===== config.mk =====
export PLATFORM = sky130hd
export DESIGN_NAME = adc_sample_serializer
export DESIGN_NICKNAME = d
export VERILOG_FILES = /design/src/rtl/adc_sample_serializer.sv
export SDC_FILE = /design/constraint.sdc
export NUM_CORES = 1
export LEC_CHECK = 0
export CELL_PAD_IN_SITES_DETAIL_PLACEMENT = 0
export CELL_PAD_IN_SITES_GLOBAL_PLACEMENT = 1
export CORE_ASPECT_RATIO = 1.2
export CORE_UTILIZATION = 37
export CTS_CLUSTER_DIAMETER = 100
export DETAILED_ROUTE_END_ITERATION = 6
export DONT_BUFFER_PORTS = 1
export PLACE_DENSITY_LB_ADDON = 0.1
export SETUP_SLACK_MARGIN = 0.15
export SLEW_MARGIN = 15
export SYNTH_ARGS = -nofsm -noshare
export SYNTH_HDL_FRONTEND = slang
export SYNTH_SLANG_ARGS = --single-unit

===== constraint.sdc =====
create_clock -name clk -period 4.6 [get_ports clk]
set_input_delay 0.92 -clock clk [delete_from_list [all_inputs] [get_ports clk]]
set_output_delay 0.92 -clock clk [all_outputs]
set_load 0.02 [all_outputs]

===== src/rtl/adc_sample_serializer.sv =====
//----------------------------------------------------------------------------
// adc_sample_serializer
//
// Output stage of the decimation chain. Decimated samples arrive on the
// filter_ce strobe, are tagged with a 2-bit sequence number, and are queued
// in a small FIFO. A serializer FSM pops one word at a time and ships it
// MSB first as a framed serial word on a slow, fixed-rate bit clock.
// Buffer occupancy and a sticky overflow flag are reported to the host.
//
// Optional feature macro: SER_PARITY_EN
//   defined   : an even-parity bit (XOR of the 24 word bits) follows bit 0,
//               giving a 25-bit frame.
//   undefined : plain 24-bit frame {sample, seq}.
//
// Parameters
//   DATA_W     sample width (default 22)
//   FIFO_DEPTH FIFO entries, power of 2, >= 2 (default 8)
//   BIT_DIV    clk cycles per serial bit, even, >= 2 (default 4)
//
// Ports
//   clk         in   system clock
//   reset       in   asynchronous active-high reset
//   clk_enable  in   global enable; when low every register holds
//   filter_in   in   signed sample, valid with filter_ce
//   filter_ce   in   single-cycle sample strobe
//   ovf_clear   in   clears overflow (a same-cycle drop wins)
//   ser_clk     out  serial bit clock, receiver samples on rising edge
//   ser_data    out  serial data, MSB first
//   ser_frame   out  high for the whole frame
//   fifo_level  out  occupied FIFO entries
//   overflow    out  sticky: a sample was dropped
//----------------------------------------------------------------------------
`timescale 1ns/1ps
module adc_sample_serializer #(
  parameter int DATA_W     = 22,
  parameter int FIFO_DEPTH = 8,
  parameter int BIT_DIV    = 4
) (
  input  logic                        clk,
  input  logic                        reset,
  input  logic                        clk_enable,
  input  logic signed [DATA_W-1:0]    filter_in,
  input  logic                        filter_ce,
  input  logic                        ovf_clear,
  output logic                        ser_clk,
  output logic                        ser_data,
  output logic                        ser_frame,
  output logic [$clog2(FIFO_DEPTH):0] fifo_level,
  output logic                        overflow
);

  localparam int WORD_W = DATA_W + 2;
`ifdef SER_PARITY_EN
  localparam int FRAME_BITS = WORD_W + 1;
`else
  localparam int FRAME_BITS = WORD_W;
`endif
  localparam int ADDR_W = $clog2(FIFO_DEPTH);
  localparam int LVL_W  = ADDR_W + 1;
  localparam int DIV_W  = $clog2(BIT_DIV);
  localparam int BCNT_W = $clog2(FRAME_BITS + 1);

  localparam logic [1:0] S_IDLE  = 2'd0;
  localparam logic [1:0] S_LOAD  = 2'd1;
  localparam logic [1:0] S_SHIFT = 2'd2;
  localparam logic [1:0] S_GAP   = 2'd3;

  // Frame word as it leaves the shift register, parity appended when enabled.
  function automatic logic [FRAME_BITS-1:0] f_build_frame(input logic [WORD_W-1:0] word);
`ifdef SER_PARITY_EN
    return {word, ^word};
`else
    return word;
`endif
  endfunction

  // Control state
  logic [1:0]        r_state;
  logic [DIV_W-1:0]  r_div_cnt;
  logic [BCNT_W-1:0] r_bit_cnt;
  logic [ADDR_W-1:0] r_wr_ptr;
  logic [ADDR_W-1:0] r_rd_ptr;
  logic [LVL_W-1:0]  r_level;
  logic [1:0]        r_seq;
  logic              r_ovf;

  // Datapath state (no reset: contents are only observed after a write/load)
  logic [WORD_W-1:0]     r_mem [FIFO_DEPTH];
  logic [WORD_W-1:0]     r_pop_word;
  logic [FRAME_BITS-1:0] r_shift;

  logic              w_full;
  logic              w_empty;
  logic              w_pop;
  logic              w_wr;
  logic              w_drop;
  logic              w_div_end;
  logic [WORD_W-1:0] w_wr_word;

  assign w_full    = (r_level == LVL_W'(FIFO_DEPTH));
  assign w_empty   = (r_level == '0);
  assign w_div_end = (r_div_cnt == DIV_W'(BIT_DIV - 1));
  assign w_wr_word = {filter_in, r_seq};

  // Popping frees an entry in the same cycle, so a full FIFO still accepts
  // a strobe that coincides with the pop.
  assign w_pop  = clk_enable && (r_state == S_IDLE) && !w_empty;
  assign w_wr   = clk_enable && filter_ce && (!w_full || w_pop);
  assign w_drop = clk_enable && filter_ce && w_full && !w_pop;

  // FIFO storage, pop register and shift register
  always_ff @(posedge clk) begin
    if (w_wr) begin
      r_mem[r_wr_ptr] <= w_wr_word;
    end
    if (w_pop) begin
      r_pop_word <= r_mem[r_rd_ptr];
    end
    if (clk_enable) begin
      if (r_state == S_LOAD) begin
        r_shift <= f_build_frame(r_pop_word);
      end else if ((r_state == S_SHIFT) && w_div_end) begin
        r_shift <= {r_shift[FRAME_BITS-2:0], 1'b0};
      end
    end
  end

  // FIFO bookkeeping, sequence tag, overflow and serializer FSM
  always_ff @(posedge clk or posedge reset) begin
    if (reset) begin
      r_state   <= S_IDLE;
      r_div_cnt <= '0;
      r_bit_cnt <= '0;
      r_wr_ptr  <= '0;
      r_rd_ptr  <= '0;
      r_level   <= '0;
      r_seq     <= 2'd0;
      r_ovf     <= 1'b0;
    end else if (clk_enable) begin
      if (w_wr) begin
        r_wr_ptr <= r_wr_ptr + ADDR_W'(1);
      end
      if (w_pop) begin
        r_rd_ptr <= r_rd_ptr + ADDR_W'(1);
      end
      case ({w_wr, w_pop})
        2'b10:   r_level <= r_level + LVL_W'(1);
        2'b01:   r_level <= r_level - LVL_W'(1);
        default: r_level <= r_level;
      endcase

      // Dropped samples still consume a tag so the receiver sees the gap.
      if (filter_ce) begin
        r_seq <= r_seq + 2'd1;
      end

      if (w_drop) begin
        r_ovf <= 1'b1;
      end else if (ovf_clear) begin
        r_ovf <= 1'b0;
      end

      case (r_state)
        S_IDLE: begin
          if (w_pop) begin
            r_state <= S_LOAD;
          end
        end
        S_LOAD: begin
          r_bit_cnt <= BCNT_W'(FRAME_BITS);
          r_div_cnt <= '0;
          r_state   <= S_SHIFT;
        end
        S_SHIFT: begin
          if (w_div_end) begin
            r_div_cnt <= '0;
            r_bit_cnt <= r_bit_cnt - BCNT_W'(1);
            // The gap reuses div_cnt, already back at 0 here.
            if (r_bit_cnt == BCNT_W'(1)) begin
              r_state <= S_GAP;
            end
          end else begin
            r_div_cnt <= r_div_cnt + DIV_W'(1);
          end
        end
        S_GAP: begin
          if (w_div_end) begin
            r_div_cnt <= '0;
            r_state   <= S_IDLE;
          end else begin
            r_div_cnt <= r_div_cnt + DIV_W'(1);
          end
        end
        default: r_state <= S_IDLE;
      endcase
    end
  end

  // Serial outputs are decoded from state so reset forces them low at once.
  assign ser_frame  = (r_state == S_SHIFT);
  assign ser_data   = (r_state == S_SHIFT) && r_shift[FRAME_BITS-1];
  assign ser_clk    = (r_state == S_SHIFT) && (r_div_cnt >= DIV_W'(BIT_DIV / 2));
  assign fifo_level = r_level;
  assign overflow   = r_ovf;

endmodule


## Word level (Yosys, flattened, before mapping)

Memories as Yosys holds them, arrays and structs flattened. A register that Yosys moved wholly into a read port is not among the register bits.
Cells that the tools add are included.
Widths: inputs -> output; s select.

| word-level totals | value |
|---|---|
| output and inout bits | 8 |
| bits in writable memories | 192 |
| logic and storage cells | 76 |
| memories | 1 |
| register bits | 46 |
| input bits | 27 |

| cells by class | value |
|---|---|
| muxes and demuxes | 16 |
| $add $sub $neg | 7 |
| eq/ne operators | 12 |
| order comparisons | 1 |
| reduce and logical (&&, ||, !) cells | 30 |

Memories:

| memory | words | width | read ports | clocked after Yosys merged registers in | wr ports | line | source |
|---|---|---|---|---|---|---|---|
| r_mem | 8 | 24 | 1 | 1 | 1 | 88 | `logic [WORD_W-1:0] r_mem [FIFO_DEPTH];` |

Operator list:

| operator | number |
|---|---|
| $mux 24 | 2 |
| $reduce_and 2->1 | 7 |
| $mux 2 | 5 |
| $pmux 5 s2 | 1 |
| $reduce_bool 2->1 | 5 |
| $logic_and 1x1->1 | 9 |
| $eq 2x2->1 const B | 4 |
| $pmux 2 s4 | 1 |
| $pmux 4 s2 | 1 |
| $add 3x1->3 const B | 2 |
| $eq 5x1->1 const B | 1 |
| $mux 5 | 1 |
| $reduce_and 5->1 | 1 |
| $sub 5x1->5 const B | 1 |
| $add 2x1->2 const B | 2 |
| $add 4x1->4 const B | 1 |
| $eq 2x1->1 const B | 2 |
| $eq 4x4->1 const B | 1 |
| $logic_not 4->1 | 1 |
| $mux 1 | 4 |
| $ne 2x1->1 const B | 2 |
| $ne 2x2->1 const B | 2 |
| $pmux 2 s2 | 1 |
| $sub 4x1->4 const B | 1 |
| other kinds (6) | 8 |

## Longest topological paths before layout

Gate-level depths: netlist of the first run.

| depth | value |
|---|---|
| word-level depth | 8 |
| depth in mapped cells | 9 |
| depth with buffers taken out | 9 |

## Worst setup path after synthesis of the first run

Ideal clock, no wire load.

| path | value |
|---|---|
| kind | input port to flip-flop |
| start point | input filter_ce |
| end point | memory r_mem[0][0] in the netlist's numbering, enable pin |
| path buffers | 0 |
| cell stages on the path | 4 |
| setup slack | 992 ps |
| library setup time | 435 ps |
| data required time | 4,165 ps |
| arrival | 3,173 ps |
| cell sequence | nand2_1 > a31oi_1 > nand2b_1 > nor3_1 |

| on the way | value |
|---|---|
| word-level cells in the longest chain between the ends | 4 |

Ends and longest elaborated chain:

| what | line | source |
|---|---|---|
| start: declaration | 43 | `input logic filter_ce,` |
| $logic_and 1x1->1 (2 in a row) | 108 | `assign w_wr = clk_enable && filter_ce && (!w_full \|\| w_pop);` |
| $mux 1 | 113 | `if (w_wr) begin` |
| $mux 1 (implied by the code) | 114 | `r_mem[r_wr_ptr] <= w_wr_word;` |
| end: declaration | 88 |  |

Every way passes these cells.

## Worst setup path in the final report of the first run

| path | value |
|---|---|
| start point | register r_state[0] |
| end point | memory r_mem[4][23] in the netlist's numbering, enable pin |

| on the way | value |
|---|---|
| word-level cells in the longest chain between the ends | 7 |

Ends and longest elaborated chain:

| what | line | source |
|---|---|---|
| start: declaration | 78 | `logic [1:0] r_state;` |
| start signal: assignment | 131 | `r_state <= S_IDLE;` |
| start signal: assignment | 166 | `r_state <= S_LOAD;` |
| start signal: assignment | 172 | `r_state <= S_SHIFT;` |
| $logic_not 2->1 | 107 | `assign w_pop = clk_enable && (r_state == S_IDLE) && !w_empty;` |
| $logic_and 1x1->1 (2 in a row) | 107 |  |
| $logic_or 1x1->1 | 108 |  |
| $logic_and 1x1->1 | 108 |  |
| $mux 1 | 113 |  |
| $mux 1 (implied by the code) | 114 |  |

Every way passes these cells.

==> reports/metrics.cfg, run 1 <==
[placed_design]
gp_congestion=0.702
dp_hpwl_mm=11.7
port_buffers=0

[pwr]
leakage_nw=3.78
irDropWorstVdd_mv=0.293
power.density_nw_per_um2=612

[clocking]
cts-root-buf=clkbuf_16
clkSinkCount=262
post_cts_resized=0
cts_tree=built
cts_setup_buffers=0
cts_inserted_buffers=27
cts_hold_buf=0
path_clk_slew_ns=0.06
clk_path_buf_depth=3
htreeDepth=1
clock_latency_ns=0.54

[cells_and_area]
final_cell_mix=edfxtp_1, mux2_2, mux4_2, clkbuf_16, dfrtp_1
syn2layout_area_growth_pct=12.8
fin_util=0.426
final_nets=551
antenna_cells=0
final_common_cell=edfxtp_1
fill_cells=2348
drive_above_1_share=0.298

[setup_path]
end_kind=flop
critPathLaunch=r_state[0]
cp_top_family=simple AND/OR/NAND/NOR gates
crit_path_frequent_cell=inv_1
path_buf_inv=3
cp.required_ns=4.82
arrival_ns=3.39
crit_path_start_kind=flop
crit_cells=7
rr_worst_depth=7
critPathKind=reg -> reg
crit_chain=inv_1 > ha_1 > inv_1 > a31oi_1 > nand2b_1 > nor2_2 > buf_4
r2r_start=r_state[0]
critPathMaxFanout=13
crit_slowest_cell=nor2_2
slowest_delay_ns=0.65

[synthesis]
ys_types=47
synth_area_um2=10300
netlist.top_cell.by_area=edfxtp_1
synth.area.top_cells=edfxtp_1, mux4_2, dfrtp_1
synth.net_count=529
synth_ff_type=edfxtp_1
synth_edf_count=240
synthArstFlopShare=0.0840
synth-seq-area-share=0.753
syn_inst=490
synth_seq_cells=262
synth.top_cell.area_share=0.700
yosysWarnings=0
synth.avg_cell_area_um2=21.0

[floorplanning]
die_h_um=185
start_util=0.378
die_area_um2=28500
rows=66
ios=35
coreArea_um2=27300
dieWidth_um=154

[timing]
rsz0062_at_grt=false
tightest_slew_ns=1.00
fmax_mhz=315
setup_viol=0
max-slew-margin-rel=0.331
slew_violations=0
fin_crit_sh=0.690
finalHoldViolCount=0
layout_min_cycle_time_ns=3.17
clock_skew_ns=0.0134
fin_setup_tns_ns=0

[drt]
wirelength_mm=18.8
vias=4443
postRouteAntennaNets=0
via_per_inst=5.09
post-route-drc-count=0
routedWlPerCell_um=21.6
drt_iter0_drc=268
firstDrtPassIters=4

[global_route]
grt_max_degree=42
antenna_found_initial=0
grt_use_total=0.138
first_global_vias=4828
grt_pass1_wl_mm=29.1
gr-total-overflow=0

[run_status]
status=finished, final reports clean

[hold_path]
hold_path.class=in -> reg
hold_depth=0
hold_start=filter_in[11]

[run]
drv_cap=0

==> cell families (layout without fill, tap and decap cells) <==
| kind of cell | after synthesis | in the layout | share of synthesized area |
|---|---|---|---|
| AO/OA/AOI/OAI | 23 | 23 | 0.0158 |
| XOR/XNOR | 13 | 13 | 0.0111 |
| adder cells (fa/ha/maj) | 12 | 12 | 0.0146 |
| buffers and inverters | 28 | 71 | 0.0153 |
| flip-flops | 262 | 262 | 0.753 |
| multiplexers | 99 | 99 | 0.163 |
| AND/OR/NAND/NOR | 53 | 53 | 0.0269 |
==> cells in the mapped netlist, drive strengths merged, types with 2 or more instances <==
| cell | instances |
|---|---|
| edfxtp | 240 |
| mux2 | 49 |
| mux4 | 48 |
| dfrtp | 22 |
| nand2 | 17 |
| buf | 12 |
| ha | 12 |
| nor2 | 10 |
| xnor2 | 9 |
| clkbuf | 8 |
| inv | 8 |
| o21ai | 6 |
| nand3 | 5 |
| nand2b | 4 |
| nor3 | 4 |
| xor2 | 4 |
| a21oi | 3 |
| a22o | 2 |
| and2 | 2 |
| mux2i | 2 |
| nor2b | 2 |
| nor4b | 2 |
| o21a | 2 |
==> per-stage QoR <==
stage | std cells | hold WS, ns | total power [mW] | setup slack [ns] | area, um2
after floorplan | 490 | 0.480 | 4.61 | 0.992 | 10300
after global placement | 823 | 0.508 | 5.01 | 1.39 | 10700
after detailed placement | 823 | 0.512 | 5.02 | 1.37 | 10700
after CTS | 873 | 0.452 | 7.23 | 1.36 | 11600
after global routing | 873 | 0.449 | 7.49 | 1.17 | 11600
final | 873 | 0.476 | 7.11 | 1.43 | 11600
==> layout make-up <==
cell class,instances,area [um2],area share
Clock buffer,31,691,0.0595
Tap cell,340,425,0.0366
Sequential cell,262,7760,0.668
Inverter,8,30.0,0.00259
Multi-Input combinational cell,200,2410,0.207
Clock inverter,19,198,0.0170
Timing Repair Buffer,13,97.6,0.00840
==> per-layer routing <==
metal / share of wire / routed length, um / vias to the layer above / track usage
met3: 0.045 / 855 / 32 / 0.0245
met4: 0.021 / 398 / 0 / 0.0396
met1: 0.47 / 8850 / 2288 / 0.196
met5: 0 / 0 / - / 0
met2: 0.46 / 8740 / 89 / 0.218
li1: - / - / 2034 / -
==> final timing paths <==
kind                                end  slack [ns]
max                        r_mem[4][23]        1.43
min                        r_mem[1][13]        0.48
max in group asynchronous   r_rd_ptr[0]        3.41
min in group asynchronous      r_seq[1]        0.50
max reg2reg                r_mem[4][23]        1.43
min reg2reg                  r_shift[0]        0.52
==> power by group <==
part | switching [mW] | internal [mW] | total, mW
registers | 0.367 | 3.06 | 3.42
logic | 0.698 | 0.817 | 1.51
clock network | 0.878 | 1.30 | 2.18
total | 1.94 | 5.17 | 7.11
==> registers in the layout, indices dropped and copies added, names as in the netlist <==
name / flops
r_div_cnt: 2
r_seq: 2
r_mem: 192
r_wr_ptr: 3
r_rd_ptr: 3
r_bit_cnt: 5
r_shift: 24
r_pop_word: 24
fifo_level: 4
overflow: 1
r_state: 2
Note: power is estimated with default switching activity, not from simulation.
==> run 2: changes to the inputs <==
- clock period: 4.6 -> 3.3 ns (I/O delays scaled with it)
==> reports/metrics.cfg, run 2 (same netlist as run 1, synthesis figures left out) <==
[run_status]
status=finished, final reports clean  ; unchanged

[hold_path]
hold_path.class=in -> reg  ; unchanged
hold_start=filter_in[6]  ; was filter_in[11]

[cells_and_area]
drive_above_1_share=0.304  ; was 0.298
multi_input_area_um2=2420  ; was 2410 um2
antenna_cells=0  ; unchanged
final_cell_mix=edfxtp_1, mux2_2, mux4_2, clkbuf_16, dfrtp_1  ; unchanged
regMostFlops=r_mem  ; unchanged
largest_register_ffs=192  ; unchanged
final_nets=556  ; was 551
syn2layout_area_growth_pct=13.9  ; was 12.8%
final_common_cell=edfxtp_1  ; unchanged
regArea_um2=7760  ; unchanged
top_regs=r_mem: 192 flops, r_pop_word: 24 flops, r_shift: 24 flops  ; unchanged
fill_cells=2356  ; was 2348

[clocking]
cts_inserted_buffers=28  ; was 27
cts_setup_buffers=0  ; unchanged
clkSinkCount=262  ; unchanged
post_cts_resized=0  ; unchanged
cts-root-buf=clkbuf_16  ; unchanged
path_clk_slew_ns=0.06  ; about the same
cts_tree=built  ; unchanged
clk_path_buf_depth=3  ; unchanged
htreeDepth=1  ; unchanged
cts_hold_buf=0  ; unchanged
clock_latency_ns=0.53  ; was 0.54 ns

[global_route]
antenna_found_initial=0  ; unchanged
grt_max_degree=29  ; was 42
first_global_vias=4928  ; was 4828
grt_use_total=0.140  ; was 0.138
grt_pass1_wl_mm=29.6  ; was 29.1 mm
gr-total-overflow=0  ; unchanged

[placed_design]
port_buffers=0  ; unchanged
gp_congestion=0.708  ; was 0.702
dp_hpwl_mm=11.7  ; about the same

[floorplanning]
start_util=0.378  ; unchanged
dieWidth_um=154  ; unchanged
die_h_um=185  ; unchanged
rows=66  ; unchanged
die_area_um2=28500  ; unchanged
ios=35  ; unchanged
coreArea_um2=27300  ; unchanged

[setup_path]
critPathLaunch=r_state[0]  ; unchanged
path_buf_inv=3  ; unchanged
crit_path_start_kind=flop  ; unchanged
slowest_delay_ns=0.52  ; was 0.65 ns
cp.required_ns=3.47  ; was 4.82 ns
r2r_start=r_state[0]  ; unchanged
arrival_ns=2.87  ; was 3.39 ns
end_kind=flop  ; unchanged
critPathKind=reg -> reg  ; unchanged
crit_slowest_cell=a31oi_1  ; was nor2_2
critPathMaxFanout=24  ; was 13
rrSetupSlack_ns=0.61  ; was 1.43 ns
crit_path_frequent_cell=inv_1  ; unchanged
cp_top_family=buffers and inverters  ; was simple AND/OR/NAND/NOR gates
crit_chain=inv_1 > ha_1 > inv_1 > a31oi_1 > nand2b_1 > nor2_2 > buf_4  ; unchanged

[timing]
tightest_slew_ns=0.961  ; was 1.00 ns
fmax_mhz=371  ; was 315 MHz
setup_viol=0  ; unchanged
max-slew-margin-rel=0.359  ; was 0.331
fin_crit_sh=0.816  ; was 0.690
fin_setup_tns_ns=0  ; unchanged
clock_skew_ns=0.0109  ; was 0.0134 ns
hold_ws_ns=0.223  ; was 0.476 ns
slew_violations=0  ; unchanged
finalHoldViolCount=0  ; unchanged
rsz0062_at_grt=false  ; unchanged
layout_min_cycle_time_ns=2.69  ; was 3.17 ns

[pwr]
power_frac_clock=0.310  ; was 0.306
power.density_nw_per_um2=864  ; was 612 nW/um2
p_comb_frac=0.232  ; was 0.213
pwr-share-seq=0.458  ; was 0.481
leakage_nw=3.83  ; was 3.78 nW
p_sw_mw=2.78  ; was 1.94 mW
switching_share=0.274  ; was 0.273
intPower_mw=7.35  ; was 5.17 mW
irDropWorstVdd_mv=0.455  ; was 0.293 mV

[drt]
postRouteAntennaNets=0  ; unchanged
wirelength_mm=19.0  ; was 18.8 mm
firstDrtPassIters=4  ; unchanged
post-route-drc-count=0  ; unchanged
vias=4488  ; was 4443
routedWlPerCell_um=21.6  ; about the same
drt_iter0_drc=207  ; was 268
via_per_inst=5.11  ; was 5.09

[run]
drv_cap=0  ; unchanged

## run 2: cell types whose count changed in the layout (fill, tap and decap cells not counted), sizes merged
| cell | previous run | this run |
|---|---|---|
| buf | 13 | 17 |
| clkbuf | 31 | 32 |
| clkinv | 13 | 14 |
| clkinvlp | 1 | 2 |
| inv | 9 | 8 |
## run 2: routing by layer
metal / part of all wire / wire length, um / GRT usage
met1: 0.43 / 8150 / 0.174
met2: 0.51 / 9690 / 0.246
met4: 0.023 / 437 / 0.0424
met5: 0 / 0 / 0
met3: 0.039 / 750 / 0.0259
## run 2: path summary, 6_finish.rpt
path / endpoint / cells after the start
max: r_mem[6][16] / 7
max reg2reg: r_mem[6][16] / 7
min: r_mem[2][8] / 0
min reg2reg: r_shift[0] / 1
max in group asynchronous: r_rd_ptr[0] / 1
min in group asynchronous: r_rd_ptr[0] / 1
## run 2: cell type report
cell class	instances	area share
flip-flops and latches	262	0.662
clock inverters	20	0.0166
well taps	340	0.0363
repair buffers	17	0.0130
clock buffers	32	0.0629
multi-input cells	200	0.207
inverters	8	0.00256
## run 2: through the flow
stage / util / worst slack, ns / power, mW / cell area [um2] / cells
after CTS: 0.430 / 0.547 / 10.3 / 11700 / 879
final: 0.430 / 0.606 / 10.1 / 11700 / 879
after floorplan: - / 0.461 / 6.43 / 10300 / 490
after detailed placement: 0.396 / 0.584 / 7.12 / 10800 / 827
after global routing: 0.430 / 0.359 / 10.6 / 11700 / 879
after global placement: 0.396 / 0.649 / 7.08 / 10800 / 827
## run 2: power by group through the flow
stage	combinational, mW	sequential [mW]	clock (mW)
floorplan	1.90	4.53	0
global placement	2.38	4.70	0
detailed placement	2.40	4.72	0
CTS	2.42	4.65	3.24
global route	2.56	4.70	3.36
finish	2.35	4.64	3.14
